### config.mk
export PLATFORM = sky130hd
export DESIGN_NAME = result_display_driver_flat
export DESIGN_NICKNAME = d
export VERILOG_FILES = /design/src/rtl/result_display_driver_if.sv /design/src/rtl/result_display_driver.sv /design/src/flat_wrapper.sv
export SDC_FILE = /design/constraint.sdc
export NUM_CORES = 1
export LEC_CHECK = 0
export BUFFER_PORTS_ARGS = -buffer_cell sky130_fd_sc_hd__buf_4
export CAP_MARGIN = 20
export CORE_MARGIN = 2
export CORE_UTILIZATION = 40
export DETAILED_ROUTE_END_ITERATION = 6
export HOLD_SLACK_MARGIN = 0.03
export PLACE_DENSITY = 0.62
export SYNTH_ARGS = -nofsm -noshare
export SYNTH_HDL_FRONTEND = slang
export SYNTH_SLANG_ARGS = --single-unit
### constraint.sdc
create_clock -name clk -period 2 [get_ports clk]
set_clock_uncertainty 0.2 [all_clocks]
set_input_delay 0.4 -clock clk [delete_from_list [all_inputs] [get_ports clk]]
set_output_delay 0.4 -clock clk [all_outputs]
set_load 0.03 [all_outputs]
### src/rtl/result_display_driver_if.sv
// Bus bundle between the processor result output and the display driver.
// master: drives data_in/load, observes the display pins; slave: the driver.
interface result_display_driver_if;
    logic [15:0] data_in;
    logic        load;
    logic [6:0]  seg;
    logic        dp;
    logic [3:0]  an;
    logic [15:0] shown;

    modport master (
        output data_in, load,
        input  seg, dp, an, shown
    );

    modport slave (
        input  data_in, load,
        output seg, dp, an, shown
    );
endinterface

### src/rtl/result_display_driver.sv
// Latches the 16-bit result and scans it as 4 hex digits on a common-anode,
// time-multiplexed 7-segment display with a short blank at each slot start.
// Ports: clk, rst (async, active-low), bus (slave): data_in, load in;
//        seg {g,f,e,d,c,b,a}, dp, an (an[0] rightmost), shown out; all active-low pins.
// Optional macro LEADING_ZERO_BLANK_EN: blank leading zero digits 3..1 and
// light digit-0 dp whenever any digit is suppressed.
module result_display_driver #(
    parameter int REFRESH_DIV  = 50000,
    parameter int BLANK_CYCLES = 500
) (
    input  logic                     clk,
    input  logic                     rst,
    result_display_driver_if.slave   bus
);
    localparam int PW = (REFRESH_DIV > 2) ? $clog2(REFRESH_DIV) : 1;
    localparam logic [PW-1:0] LAST  = PW'(REFRESH_DIV - 1);
    localparam logic [PW-1:0] BLANK = PW'(BLANK_CYCLES);

    logic [15:0]   shown_q, shown_d;
    logic [PW-1:0] presc_q, presc_d;
    logic [1:0]    idx_q, idx_d;
    logic [3:0]    an_q, an_d;
    logic [6:0]    seg_q, seg_d;
    logic          dp_q, dp_d;

    logic [3:0]    nib;
    logic          digit_off;
    logic          dp_lit;

    function automatic logic [6:0] hex7(input logic [3:0] v);
        logic [6:0] s;
        unique case (v)
            4'h0: s = 7'b1000000;
            4'h1: s = 7'b1111001;
            4'h2: s = 7'b0100100;
            4'h3: s = 7'b0110000;
            4'h4: s = 7'b0011001;
            4'h5: s = 7'b0010010;
            4'h6: s = 7'b0000010;
            4'h7: s = 7'b1111000;
            4'h8: s = 7'b0000000;
            4'h9: s = 7'b0010000;
            4'hA: s = 7'b0001000;
            4'hB: s = 7'b0000011;
            4'hC: s = 7'b1000110;
            4'hD: s = 7'b0100001;
            4'hE: s = 7'b0000110;
            default: s = 7'b0001110;
        endcase
        return s;
    endfunction

    always_comb begin
        shown_d = bus.load ? bus.data_in : shown_q;

        if (presc_q == LAST) begin
            presc_d = '0;
            idx_d   = idx_q + 2'd1;
        end else begin
            presc_d = presc_q + 1'b1;
            idx_d   = idx_q;
        end

        unique case (idx_q)
            2'd0:    nib = shown_q[3:0];
            2'd1:    nib = shown_q[7:4];
            2'd2:    nib = shown_q[11:8];
            default: nib = shown_q[15:12];
        endcase

        digit_off = 1'b0;
        dp_lit    = 1'b0;
`ifdef LEADING_ZERO_BLANK_EN
        // A digit is a leading zero when it and every higher digit are 0.
        unique case (idx_q)
            2'd3:    digit_off = (shown_q[15:12] == 4'h0);
            2'd2:    digit_off = (shown_q[15:8] == 8'h0);
            2'd1:    digit_off = (shown_q[15:4] == 12'h0);
            default: digit_off = 1'b0;
        endcase
        // Digit 3 is suppressed exactly when some digit is suppressed.
        dp_lit = (idx_q == 2'd0) && (shown_q[15:12] == 4'h0);
`else
`endif

        an_d  = 4'b1111;
        seg_d = 7'b1111111;
        dp_d  = 1'b1;
        if ((presc_q >= BLANK) && !digit_off) begin
            an_d  = ~(4'b0001 << idx_q);
            seg_d = hex7(nib);
            dp_d  = ~dp_lit;
        end
    end

    always_ff @(posedge clk or negedge rst) begin
        if (!rst) begin
            shown_q <= '0;
            presc_q <= '0;
            idx_q   <= '0;
            an_q    <= 4'b1111;
            seg_q   <= 7'b1111111;
            dp_q    <= 1'b1;
        end else begin
            shown_q <= shown_d;
            presc_q <= presc_d;
            idx_q   <= idx_d;
            an_q    <= an_d;
            seg_q   <= seg_d;
            dp_q    <= dp_d;
        end
    end

    assign bus.seg   = seg_q;
    assign bus.dp    = dp_q;
    assign bus.an    = an_q;
    assign bus.shown = shown_q;
endmodule

### src/flat_wrapper.sv
// flat-port wrapper written by rule: the top's interface ports become plain ports
module result_display_driver_flat 
#(
    parameter int REFRESH_DIV  = 50000,
    parameter int BLANK_CYCLES = 500
)
  (clk, rst, bus_data_in, bus_load, bus_seg, bus_dp, bus_an, bus_shown);
  result_display_driver_if bus_i ();
  input  logic clk;
  input  logic rst;
  input wire logic [$bits(bus_i.data_in)-1:0] bus_data_in;
  input wire logic [$bits(bus_i.load)-1:0] bus_load;
  output wire logic [$bits(bus_i.seg)-1:0] bus_seg;
  output wire logic [$bits(bus_i.dp)-1:0] bus_dp;
  output wire logic [$bits(bus_i.an)-1:0] bus_an;
  output wire logic [$bits(bus_i.shown)-1:0] bus_shown;
  assign bus_i.data_in = bus_data_in;
  assign bus_i.load = bus_load;
  assign bus_seg = bus_i.seg;
  assign bus_dp = bus_i.dp;
  assign bus_an = bus_i.an;
  assign bus_shown = bus_i.shown;
  result_display_driver #(.REFRESH_DIV(REFRESH_DIV), .BLANK_CYCLES(BLANK_CYCLES)) u_core (.clk(clk), .rst(rst), .bus(bus_i));
endmodule
---- After elaboration in Yosys (flattened, before gate mapping) ----
Memories as Yosys holds them, arrays and structs flattened.
Index checks and enable logic that the tools add are counted.
W data, S select, Z words.
word-level totals
  flip-flop bits (word level) ............. 45
  bits in latches ......................... 0
  RAM bits ................................ 0
  bits in read-only memories .............. 112
  input bits .............................. 19
  output and inout bits ................... 28
  logic and storage cells ................. 19
  memories ................................ 1
memories
  name             depth  width  read ports  clocked after memory_dff  write ports  RTL line                     source
  (no name shown)  16     7      1           0                         0            result_display_driver.sv:32  unique case (v)
operators by class
  $add $sub $neg .......................... 2
  $mul .................................... 0
  divide/modulo/power cells ............... 0
  magnitude comparators ................... 1
  equal/unequal tests ..................... 3
  shift operators ......................... 1
  muxes and demuxes ....................... 4
  bitwise gates (word level) .............. 1
  reduce and logical (&&, ||, !) cells .... 1
operators by type and width
  cell                     count
  $add A16 B1 Y16 const B  1
  $eq A16 B16 Y1 const B   1
  $ge A16 B9 Y1 const B    1
  $mux W16                 1
  $pmux W4 S3              1
  $mux W7                  1
  $mux W4                  1
  $not A4 Y4               1
  $shl A1 B2 Y4 const A    1
  $add A2 B1 Y2 const B    1
  $eq A2 B1 Y1 const B     1
  $eq A2 B2 Y1 const B     1
  $logic_not A2 Y1         1

---- Longest topological paths before layout ----
Gate-level depths: netlist of run 1.
An unclocked memory read counts as a cell.
  depth after elaboration ................. 4
  gate-level depth with buffers ........... 11

---- Worst setup path after synthesis of run 1 ----
No wires, ideal clock.
  kind .................................... register to register
  from .................................... register u_core.idx_q[0]
  to ...................................... register u_core.seg_q[6], in the netlist u_core.bus.seg[6]
  library setup time ...................... 0.097 ns
  arrival ................................. 1.892 ns
  data required time ...................... 1.703 ns
  slack ................................... -0.189 ns
  cell stages (with the launch flop) ...... 12
  buffers on the path ..................... 0
  clock period less this slack ............ 2.189 ns
  cell sequence ........................... dfrtp_1 > inv_1 > ha_1 > a22oi_1 > nand2_1 > mux2i_1 > inv_1 > ha_1 > inv_1 > nor2_1 > a21oi_1 > o221ai_1
between the ends
  longest elaborated chain between the ends .. 4
  elaborated cells on any way between the ends .. 6
RTL lines
  item                                  RTL line                      source
  from (decl)                           result_display_driver.sv:21   logic [1:0] idx_q, idx_d;
  from (signal assigned)                result_display_driver.sv:107  idx_q <= idx_d;
  $eq A2 B2 Y1 (tied with other cells)  result_display_driver.sv:64   unique case (idx_q)
  $pmux W4 S3 *                         result_display_driver.sv:64
  $mem_v2 Z16 W7 *                      --
  $mux W7 *                             result_display_driver.sv:89   if ((presc_q >= BLANK) && !digit_off) begin
  net u_core.seg_d[6]                   result_display_driver.sv:23   logic [6:0] seg_q, seg_d;
  to (signal assigned)                  result_display_driver.sv:109  seg_q <= seg_d;
  to (decl)                             result_display_driver.sv:23
The timed path passes the listed nets; every way through them passes the cells marked *.
A chain may end at the register's enable or synchronous reset.

---- Worst setup path in the final report of run 1 ----
  from .................................... register u_core.idx_q[0]
  to ...................................... register u_core.seg_q[3], in the netlist u_core.bus.seg[3]
Same word-level chain as after synthesis.

==> results of run 1 <==
## worst max-delay path, cell delays in order, from the launching register on
cell,delay (ns)
sky130_fd_sc_hd__dfrtp_2,0.44
sky130_fd_sc_hd__inv_4,0.07
sky130_fd_sc_hd__ha_4,0.16
sky130_fd_sc_hd__a222oi_1,0.38
sky130_fd_sc_hd__mux2i_2,0.18
sky130_fd_sc_hd__inv_2,0.13
sky130_fd_sc_hd__buf_6,0.11
sky130_fd_sc_hd__buf_6,0.10
sky130_fd_sc_hd__ha_4,0.13
sky130_fd_sc_hd__a21oi_2,0.05
sky130_fd_sc_hd__o21ai_1,0.16
## synth_stat cells (5+ instances only)
master                     n
sky130_fd_sc_hd__nand3_1   5
sky130_fd_sc_hd__ha_1     13
sky130_fd_sc_hd__nand2_1  15
sky130_fd_sc_hd__dfrtp_1  34
sky130_fd_sc_hd__a21oi_1   7
sky130_fd_sc_hd__o21ai_0   6
sky130_fd_sc_hd__nor2_1   12
sky130_fd_sc_hd__inv_1    12
sky130_fd_sc_hd__mux2_2   15
sky130_fd_sc_hd__xor2_1    7
sky130_fd_sc_hd__dfstp_2  11
sky130_fd_sc_hd__xnor2_1   7
## through the flow
| stage | worst slack (ns) | instance area [µm²] |
|---|---|---|
| floorplan | -0.0936 | 2230 |
| global placement | -0.164 | 2780 |
| detailed placement | -0.202 | 2780 |
| CTS | -0.142 | 3020 |
| global route | -0.332 | 3050 |
| finish | -0.178 | 3050 |
## metal layers
layer | track usage, % | up-vias
li1 | - | 802
met5 | 0 | -
met2 | 26.3 | 40
met4 | 5.36 | 0
met3 | 2.79 | 10
met1 | 23.1 | 801
## cell usage in the layout (no fill, tap or decap), drive strengths merged, types with 8 or more instances in the layout
cell type / instances
o21ai: 8
buf: 71
mux2: 16
nor2: 14
dfrtp: 34
dfstp: 11
nand2: 15
inv: 12
ha: 13
## kinds of logic after synthesis
logic type | after synthesis | synth area share [%]
fa+ha+maj | 13 | 7.46
xor+xnor | 14 | 5.63
mux | 18 | 9.13
buf+inv | 19 | 3.67
other cells | 1 | 0.172
simple gates | 52 | 13.2
compound gates | 28 | 8.44
flops | 45 | 52.3
## worst paths after layout
| path | to | slack (ns) |
|---|---|---|
| max in group asynchronous | u_core.idx_q[0] | 0.78 |
| max reg2reg | u_core.bus.seg[3] | -0.18 |
| max | u_core.bus.seg[3] | -0.18 |
| min in group asynchronous | u_core.bus.shown[0] | 0.43 |
| min reg2reg | u_core.presc_q[13] | 0.31 |
| min | u_core.bus.shown[12] | 0.12 |
## cell type report
| cell class | count | share of cell area, % |
|---|---|---|
| clock buffers | 6 | 2.71 |
| flip-flops and latches | 45 | 37.5 |
| repair buffers | 72 | 18.1 |
| multi-input cells | 127 | 36.0 |
| clock inverters | 2 | 1.23 |
| inverters | 12 | 1.64 |
| well taps | 70 | 2.87 |
## registers in the layout, indices dropped and copies added (netlist names)
signal	count
u_core.bus.shown	16
u_core.idx_q	2
u_core.presc_q	16
u_core.bus.seg	7
u_core.bus.an	4
## report_power, final
group	total, mW	switching (mW)	internal [mW]
combinational	0.369	0.204	0.166
sequential	0.975	0.0327	0.942
clock	0.705	0.299	0.406
## timing repair
action,4_1_cts,5_1_grt
gates resized for setup,14,6
gates cloned,1,0
pin swaps,9,4
hold buffers,1,0
endpoints found under the hold margin,34,0
setup endpoints to repair,7,7
buffers inserted,5,0
==> flow_metrics.env, run 1 <==
export IMPL_synth_seq_cells=45
export IMPL_placer_congestion_estimate=0.758
export IMPL_vdd_drop_max_mv=0.600
export IMPL_maxSlewViolCount=0
export IMPL_dieHeight_um=77.8
export IMPL_setup_worst_path_end_class="flip-flop"
export IMPL_number_of_synthesis_warnings=0
export IMPL_synth_enable_flop_cells=0
export IMPL_globalRoute_totalOverflow=0
export IMPL_share_of_the_synthesized_area_in_the_top_cell_type_pct=39.0
export IMPL_clk_transition_reported_paths_ns=0.08
export IMPL_ys_dominant_reg_cell="sky130_fd_sc_hd__dfrtp_1"
export IMPL_tritoncts="done"
export IMPL_finalSetupViolations=7
export IMPL_final_setup_tns_ns=-0.988
export IMPL_r2r_start="u_core.idx_q[0]"
export IMPL_critPathRequiredTime_ns=2.02
export IMPL_cts_max_path_bufs=2
export IMPL_result_of_the_run="complete, but fails checks"
export IMPL_coreArea_um2=5170
export IMPL_vias_per_cell=4.95
export IMPL_criticalPathCategory="reg2reg"
export IMPL_timing_final_crit_period_ns=2.18
export IMPL_area_overhead_vs_synth_pct=39.8
export IMPL_seqCellArea_um2=1140
export IMPL_syn_area_um2=2180
export IMPL_worst_hold_startpoint="bus_data_in[12]"
export IMPL_origin_of_the_worst_setup_path="u_core.idx_q[0]"
export IMPL_total_power_mw=2.05
export IMPL_drt_iter0_drc=100
export IMPL_p_per_area_nw_per_um2=673
export IMPL_grt_first_pass_wirelength_um=7820
export IMPL_wl_met1_um=2140
export IMPL_synth_async_sr_flop_share_pct=100
export IMPL_synth_cell_types=39
export IMPL_number_of_buffers_created_by_cts=5
export IMPL_layout_worst_path_cycle_share_pct=109
export IMPL_remaining_drc_errors=0
export IMPL_groute_usage_overall_pct=16.6
export IMPL_final_critical_path_setup_slack_ns=-0.178
export IMPL_worst_setup_path_start_kind="flip-flop"
export IMPL_floorplan_initialDensity_pct=42.1
export IMPL_floorplan_io_pins=47
export IMPL_die_width_um=77.8
export IMPL_syn_nets=222
export IMPL_synth_top_area_cell="sky130_fd_sc_hd__dfrtp_1"
export IMPL_timing_reg2reg_worst_path_depth=10
export IMPL_antenna_violating_nets_left=0
export IMPL_multi_input_comb_area_um2=1100
export IMPL_clock_root_buffer="sky130_fd_sc_hd__clkbuf_8"
export IMPL_drt_pass1_iter_count=4
export IMPL_cp_max_fo=4
export IMPL_ctsHtreeMaxLevel=2
export IMPL_post_place_cells=319
export IMPL_fin_worst_hold_slack_ns=0.125
export IMPL_grt_pass1_vias=1605
export IMPL_antennaDiodeCount=0
export IMPL_hpwl_um=3210
export IMPL_number_of_antenna_violations_at_the_first_check_in_global_routing=0
export IMPL_violations="negative setup slack"
export IMPL_routed_wl_met2_um=2250
export IMPL_final_layout_size_suffix_gt1_share_pct=50.8
export IMPL_finalNonFillerCells=334
export IMPL_finalCoreUtilization_pct=58.9
export IMPL_maximum_number_of_pins_on_one_net_before_global_route_repair=46
export IMPL_net_count_final=295
export IMPL_post_drt_wl_per_cell_um=14.0
export IMPL_setup_repair_after_global_routing_missed_its_margin="yes"
export IMPL_leakage_nw=1.37
export IMPL_synth_area_top_cells="sky130_fd_sc_hd__dfrtp_1, sky130_fd_sc_hd__dfstp_2, sky130_fd_sc_hd__mux2_2"
export IMPL_max_cap_violations=0
export IMPL_worstMarginPinSlew_ns=0.544
export IMPL_maxClockFrequency_mhz=459
export IMPL_fillers=443
export IMPL_postSynthCellCount=190
export IMPL_ys_seq_area_share_pct=52.3
export IMPL_synth_area_per_cell_um2=11.5
export IMPL_timing_hold_violations_final=0
export IMPL_buffer_ports_inserted=45
export IMPL_floorplan_rows=26
export IMPL_clock_sink_count=45
export IMPL_worstHoldPathCells=3
export IMPL_max_slew_margin_pct=63.7
export IMPL_maxUsedRoutingLayer="met4"
export IMPL_met3_wirelength_um=205
export IMPL_min_path_type="in2reg"
export IMPL_detailroute_via_count=1653
export IMPL_die_area_um2=6060
export IMPL_worst_endpoint_arrival_ns=2.20
export IMPL_finalWirelength_um=4680
export IMPL_insertion_delay_ns=0.29
(Power assumes the default switching activity.)
==> run 2: changes to the inputs <==
Clock period 2 ns to 1.85 ns, I/O delays scaled along.
==> flow_metrics.env, run 2 (synthesized netlist as in run 1, its figures left out) <==
export IMPL_result_of_the_run="complete, but fails checks"
export IMPL_violations="negative setup slack"
export IMPL_worst_endpoint_arrival_ns=2.16
export IMPL_timing_hold_violations_final=0
export IMPL_mostFrequentLayoutCell="sky130_fd_sc_hd__buf_4"
export IMPL_timing_reg2reg_worst_path_depth=9
export IMPL_drt_pass1_iter_count=4
export IMPL_worstHoldPathCells=3
export IMPL_finalWirelength_um=4950
export IMPL_globalRoute_totalOverflow=0
export IMPL_criticalPathCategory="reg2reg"
export IMPL_floorplan_io_pins=47
export IMPL_maxClockFrequency_mhz=468
export IMPL_r2r_slack_ns=-0.29
export IMPL_max_cap_violations=0
export IMPL_grt_pass1_vias=1697
export IMPL_regToRegEndpoint="u_core.bus.seg[3]"
export IMPL_dieHeight_um=77.8
export IMPL_floorplan_rows=26
export IMPL_antennaDiodeCount=0
export IMPL_final_setup_tns_ns=-1.64
export IMPL_floorplan_initialDensity_pct=42.1
export IMPL_vdd_drop_max_mv=0.399
export IMPL_remaining_drc_errors=0
export IMPL_cp_max_fo=4
export IMPL_number_of_buffers_created_by_cts=5
export IMPL_max_slew_margin_pct=63.5
export IMPL_post_place_cells=329
export IMPL_antenna_violating_nets_left=0
export IMPL_total_power_mw=2.11
export IMPL_maximum_number_of_pins_on_one_net_before_global_route_repair=46
export IMPL_vias_per_cell=4.94
export IMPL_area_overhead_vs_synth_pct=42.8
export IMPL_ctsHtreeMaxLevel=2
export IMPL_timing_final_crit_period_ns=2.14
export IMPL_leakage_nw=1.42
export IMPL_maxSlewViolCount=0
export IMPL_cts_max_path_bufs=2
export IMPL_maxUsedRoutingLayer="met4"
export IMPL_net_count_final=306
export IMPL_layout_cells_most_common_list="sky130_fd_sc_hd__buf_4, sky130_fd_sc_hd__dfrtp_1, sky130_fd_sc_hd__nand2_1, sky130_fd_sc_hd__mux2_2, sky130_fd_sc_hd__dfstp_2"
export IMPL_placer_congestion_estimate=0.850
export IMPL_critPathRequiredTime_ns=1.87
export IMPL_coreArea_um2=5170
export IMPL_post_drt_wl_per_cell_um=14.3
export IMPL_grt_first_pass_wirelength_um=8350
export IMPL_die_area_um2=6060
export IMPL_clk_transition_reported_paths_ns=0.09
export IMPL_die_width_um=77.8
export IMPL_groute_usage_overall_pct=17.8
export IMPL_hold_end="u_core.bus.shown[12]"
export IMPL_met3_wirelength_um=166
export IMPL_layout_worst_path_cycle_share_pct=115
export IMPL_finalSetupViolations=7
export IMPL_final_layout_size_suffix_gt1_share_pct=55.6
export IMPL_setup_repair_after_global_routing_missed_its_margin="yes"
export IMPL_drt_iter0_drc=79
export IMPL_min_path_type="in2reg"
export IMPL_finalNonFillerCells=345
export IMPL_origin_of_the_worst_setup_path="u_core.idx_q[0]"
export IMPL_buffer_ports_inserted=45
export IMPL_worstMarginPinSlew_ns=0.548
export IMPL_clock_root_buffer="sky130_fd_sc_hd__clkbuf_8"
export IMPL_final_critical_path_setup_slack_ns=-0.285
export IMPL_worst_setup_path_start_kind="flip-flop"
export IMPL_r2r_start="u_core.idx_q[0]"
export IMPL_hpwl_um=3460
export IMPL_clock_sink_count=45
export IMPL_setup_worst_path_end_class="flip-flop"
export IMPL_insertion_delay_ns=0.30
export IMPL_number_of_antenna_violations_at_the_first_check_in_global_routing=0
export IMPL_finalCoreUtilization_pct=60.2
export IMPL_tritoncts="done"
export IMPL_worst_hold_startpoint="bus_data_in[12]"
export IMPL_routed_wl_met2_um=2540
export IMPL_wl_met1_um=2160
export IMPL_p_per_area_nw_per_um2=676
export IMPL_detailroute_via_count=1704
==> run 2: cell count changes in the layout (fill, tap and decap cells not counted), sizes merged <==
| cell | before | now |
|---|---|---|
| buf | 71 | 82 |
| clkinv | 0 | 2 |
| bufinv | 1 | 0 |
| clkinvlp | 1 | 0 |
==> run 2: metrics by stage <==
stage	setup slack [ns]	area (µm²)	hold slack (ns)
floorplan	-0.217	2240	-0.126
global placement	-0.284	2860	0.202
detailed placement	-0.351	2860	0.199
CTS	-0.272	3030	0.0681
global route	-0.358	3110	0.0782
finish	-0.285	3110	0.0751
==> run 2: area by class of cell <==
type                       count  area, µm²
clock buffer                   6       82.6
clock inverter                 2       13.8
fill                         437       2060
inverter                      12       50.0
multi-input combinational    127       1110
sequential                    45       1140
tap                           70       87.6
timing repair buffer          83        629
==> run 2: worst max path at each step <==
stage,depth (start not counted),slack (ns),endpoint
global route,9,-0.36,u_core.bus.seg[3]
global placement,9,-0.28,u_core.bus.seg[3]
CTS,9,-0.27,u_core.bus.seg[3]
floorplan,9,-0.22,u_core.bus.seg[3]
detailed placement,9,-0.35,u_core.bus.seg[3]
finish,9,-0.29,u_core.bus.seg[3]
==> run 2: timing repair <==
action                                  in CTS  in global routing
gates resized for setup                     12                 12
cloned                                       0                  1
endpoints found under the hold margin       34                  0
pin swaps                                    6                  5
setup buffers                                4                  2
hold buffers                                 1                  0
endpoints found under the setup margin       7                  8
==> run 2: critical path, stage by stage (launching register included) <==
cell,delay [ns]
sky130_fd_sc_hd__dfrtp_2,0.44
sky130_fd_sc_hd__inv_4,0.07
sky130_fd_sc_hd__ha_4,0.17
sky130_fd_sc_hd__a222oi_1,0.35
sky130_fd_sc_hd__mux2i_2,0.18
sky130_fd_sc_hd__inv_2,0.14
sky130_fd_sc_hd__ha_4,0.21
sky130_fd_sc_hd__nor2_2,0.12
sky130_fd_sc_hd__a211oi_2,0.04
sky130_fd_sc_hd__o21ai_1,0.14
==> run 2: layer usage <==
layer  up-vias  track usage [%]
met5         -                0
met4         0             6.25
met3         6             3.84
met2        37             28.7
met1       839             23.6
li1        822                -
==> run 2: power breakdown <==
group          switching, mW  total [mW]  internal, mW
combinational          0.225       0.412         0.187
clock                  0.338       0.641         0.303
sequential            0.0333        1.05          1.02
total                  0.596        2.11          1.51
==> run 3: changes to the inputs <==
Settings changed: CORE_UTILIZATION 40 to 48, PLACE_DENSITY 0.62 to 0.73.
==> flow_metrics.env, run 3 (synthesized netlist as in run 1, its figures left out) <==
export IMPL_vias_per_cell=5.12
export IMPL_clock_root_buffer="sky130_fd_sc_hd__clkbuf_8"
export IMPL_number_of_buffers_created_by_cts=5
export IMPL_floorplan_initialDensity_pct=50.1
export IMPL_worstMarginPinSlew_ns=0.553
export IMPL_die_area_um2=5100
export IMPL_regToRegEndpoint="u_core.bus.seg[3]"
export IMPL_hpwl_um=3280
export IMPL_r2r_slack_ns=-0.28
export IMPL_p_per_area_nw_per_um2=713
export IMPL_max_cap_violations=0
export IMPL_detailroute_via_count=1618
export IMPL_final_layout_size_suffix_gt1_share_pct=54.2
export IMPL_die_width_um=71.4
export IMPL_p_sw_share_pct=26.4
export IMPL_insertion_delay_ns=0.30
export IMPL_timing_final_crit_period_ns=2.13
export IMPL_final_critical_path_setup_slack_ns=-0.276
export IMPL_clock_sink_count=45
export IMPL_placed_area_um2=2810
export IMPL_setup_worst_path_end_class="flip-flop"
export IMPL_net_count_final=295
export IMPL_grt_pass1_vias=1684
export IMPL_leakage_nw=1.39
export IMPL_multi_input_comb_area_um2=1110
export IMPL_cts_max_path_bufs=2
export IMPL_floorplan_rows=24
export IMPL_setup_repair_after_global_routing_missed_its_margin="yes"
export IMPL_tritoncts="done"
export IMPL_groute_usage_overall_pct=20.0
export IMPL_remaining_drc_errors=0
export IMPL_ctsHtreeMaxLevel=2
export IMPL_power_share_combinational_pct=18.0
export IMPL_pre_cts_slack_ns=-0.340
export IMPL_hold_end="u_core.bus.shown[12]"
export IMPL_stdcell_area_um2=3040
export IMPL_net_switching_power_mw=0.574
export IMPL_maxSlewViolCount=0
export IMPL_antenna_violating_nets_left=0
export IMPL_r2r_start="u_core.idx_q[0]"
export IMPL_buffer_ports_inserted=45
export IMPL_maxClockFrequency_mhz=470
export IMPL_pwr_share_seq_pct=48.5
export IMPL_dieHeight_um=71.4
export IMPL_worst_hold_startpoint="bus_data_in[12]"
export IMPL_coreArea_um2=4350
export IMPL_result_of_the_run="complete, but fails checks"
export IMPL_finalWirelength_um=4530
export IMPL_placer_congestion_estimate=0.847
export IMPL_vdd_drop_max_mv=0.578
export IMPL_worst_endpoint_arrival_ns=2.16
export IMPL_worst_setup_path_start_kind="flip-flop"
export IMPL_post_drt_wl_per_cell_um=14.3
export IMPL_area_overhead_vs_synth_pct=39.5
export IMPL_critPathRequiredTime_ns=1.88
export IMPL_timing_hold_violations_final=0
export IMPL_min_path_type="in2reg"
export IMPL_timing_reg2reg_worst_path_depth=9
export IMPL_number_of_antenna_violations_at_the_first_check_in_global_routing=0
export IMPL_maximum_number_of_pins_on_one_net_before_global_route_repair=46
export IMPL_globalRoute_totalOverflow=0
export IMPL_intPower_mw=1.60
export IMPL_antennaDiodeCount=0
export IMPL_seqCellArea_um2=1140
export IMPL_p_clk_share_pct=33.5
export IMPL_max_slew_margin_pct=63.1
export IMPL_mostFrequentLayoutCell="sky130_fd_sc_hd__buf_4"
export IMPL_final_setup_tns_ns=-1.76
export IMPL_drt_iter0_drc=64
export IMPL_clk_transition_reported_paths_ns=0.08
export IMPL_criticalPathCategory="reg2reg"
export IMPL_cp_max_fo=4
export IMPL_drt_pass1_iter_count=6
export IMPL_layout_worst_path_cycle_share_pct=115
export IMPL_layout_cells_most_common_list="sky130_fd_sc_hd__buf_4, sky130_fd_sc_hd__dfrtp_1, sky130_fd_sc_hd__nand2_1"
export IMPL_worstHoldPathCells=3
export IMPL_grt_first_pass_wirelength_um=7960
export IMPL_finalCoreUtilization_pct=69.8
export IMPL_violations="negative setup slack"
export IMPL_floorplan_io_pins=47
export IMPL_fillers=324
export IMPL_finalSetupViolations=7
## run 3: worst max path at each step
stage | from | endpoint | slack (ns)
5_1_grt | u_core.idx_q[0] | u_core.bus.seg[3] | -0.41
3_3_place_gp | u_core.idx_q[0] | u_core.bus.seg[6] | -0.28
4_1_cts | u_core.idx_q[0] | u_core.bus.seg[1] | -0.29
6_report | u_core.idx_q[0] | u_core.bus.seg[3] | -0.28
2_1_floorplan | u_core.idx_q[0] | u_core.bus.seg[3] | -0.22
3_5_place_dp | u_core.idx_q[0] | u_core.bus.seg[1] | -0.34
## run 3: layout make-up
class | instances | share of cell area [%]
inverters | 12 | 1.65
clock buffers | 6 | 2.39
clock inverters | 2 | 1.15
multi-input cells | 126 | 36.5
well taps | 52 | 2.14
repair buffers | 73 | 18.5
flip-flops and latches | 45 | 37.7
## run 3: power by group through the flow
stage | logic (mW) | clock network, mW | registers, mW
global placement | 0.344 | 0 | 1.07
detailed placement | 0.349 | 0 | 1.07
global route | 0.423 | 0.783 | 1.06
floorplan | 0.126 | 0 | 1.13
CTS | 0.366 | 0.749 | 1.05
finish | 0.391 | 0.727 | 1.05
## run 3: repair_timing
action                                 CTS  global route
endpoints found under the hold margin   34             0
setup endpoints to repair                7            10
hold buffers                             1             0
pin swaps                                5             6
setup buffers                            0             1
resized for setup                       11            15
## run 3: critical path: stages, from the launching register on
cell and delay, ns:
sky130_fd_sc_hd__dfrtp_2 0.45, sky130_fd_sc_hd__inv_4 0.07, sky130_fd_sc_hd__ha_4 0.17, sky130_fd_sc_hd__a222oi_1 0.37, sky130_fd_sc_hd__mux2i_2 0.19, sky130_fd_sc_hd__inv_2 0.14, sky130_fd_sc_hd__ha_4 0.22, sky130_fd_sc_hd__nor2_4 0.08
sky130_fd_sc_hd__a211oi_2 0.04, sky130_fd_sc_hd__o21ai_1 0.13
## run 3: through the flow
step           total power, mW  hold slack (ns)  std cells
2_1_floorplan             1.26           -0.126        190
3_3_place_gp              1.41            0.196        306
3_5_place_dp              1.42            0.198        306
4_1_cts                   2.17           0.0773        315
5_1_grt                   2.26           0.0835        316
6_report                  2.17           0.0808        316
## run 3: layer usage
| metal | GRT usage (%) | wire length [µm] | up-vias |
|---|---|---|---|
| met4 | 7.55 | 71 | 0 |
| met5 | 0 | 0 | - |
| met3 | 4.78 | 226 | 6 |
| met1 | 25.6 | 1970 | 771 |
| met2 | 33.1 | 2260 | 45 |
| li1 | - | - | 796 |
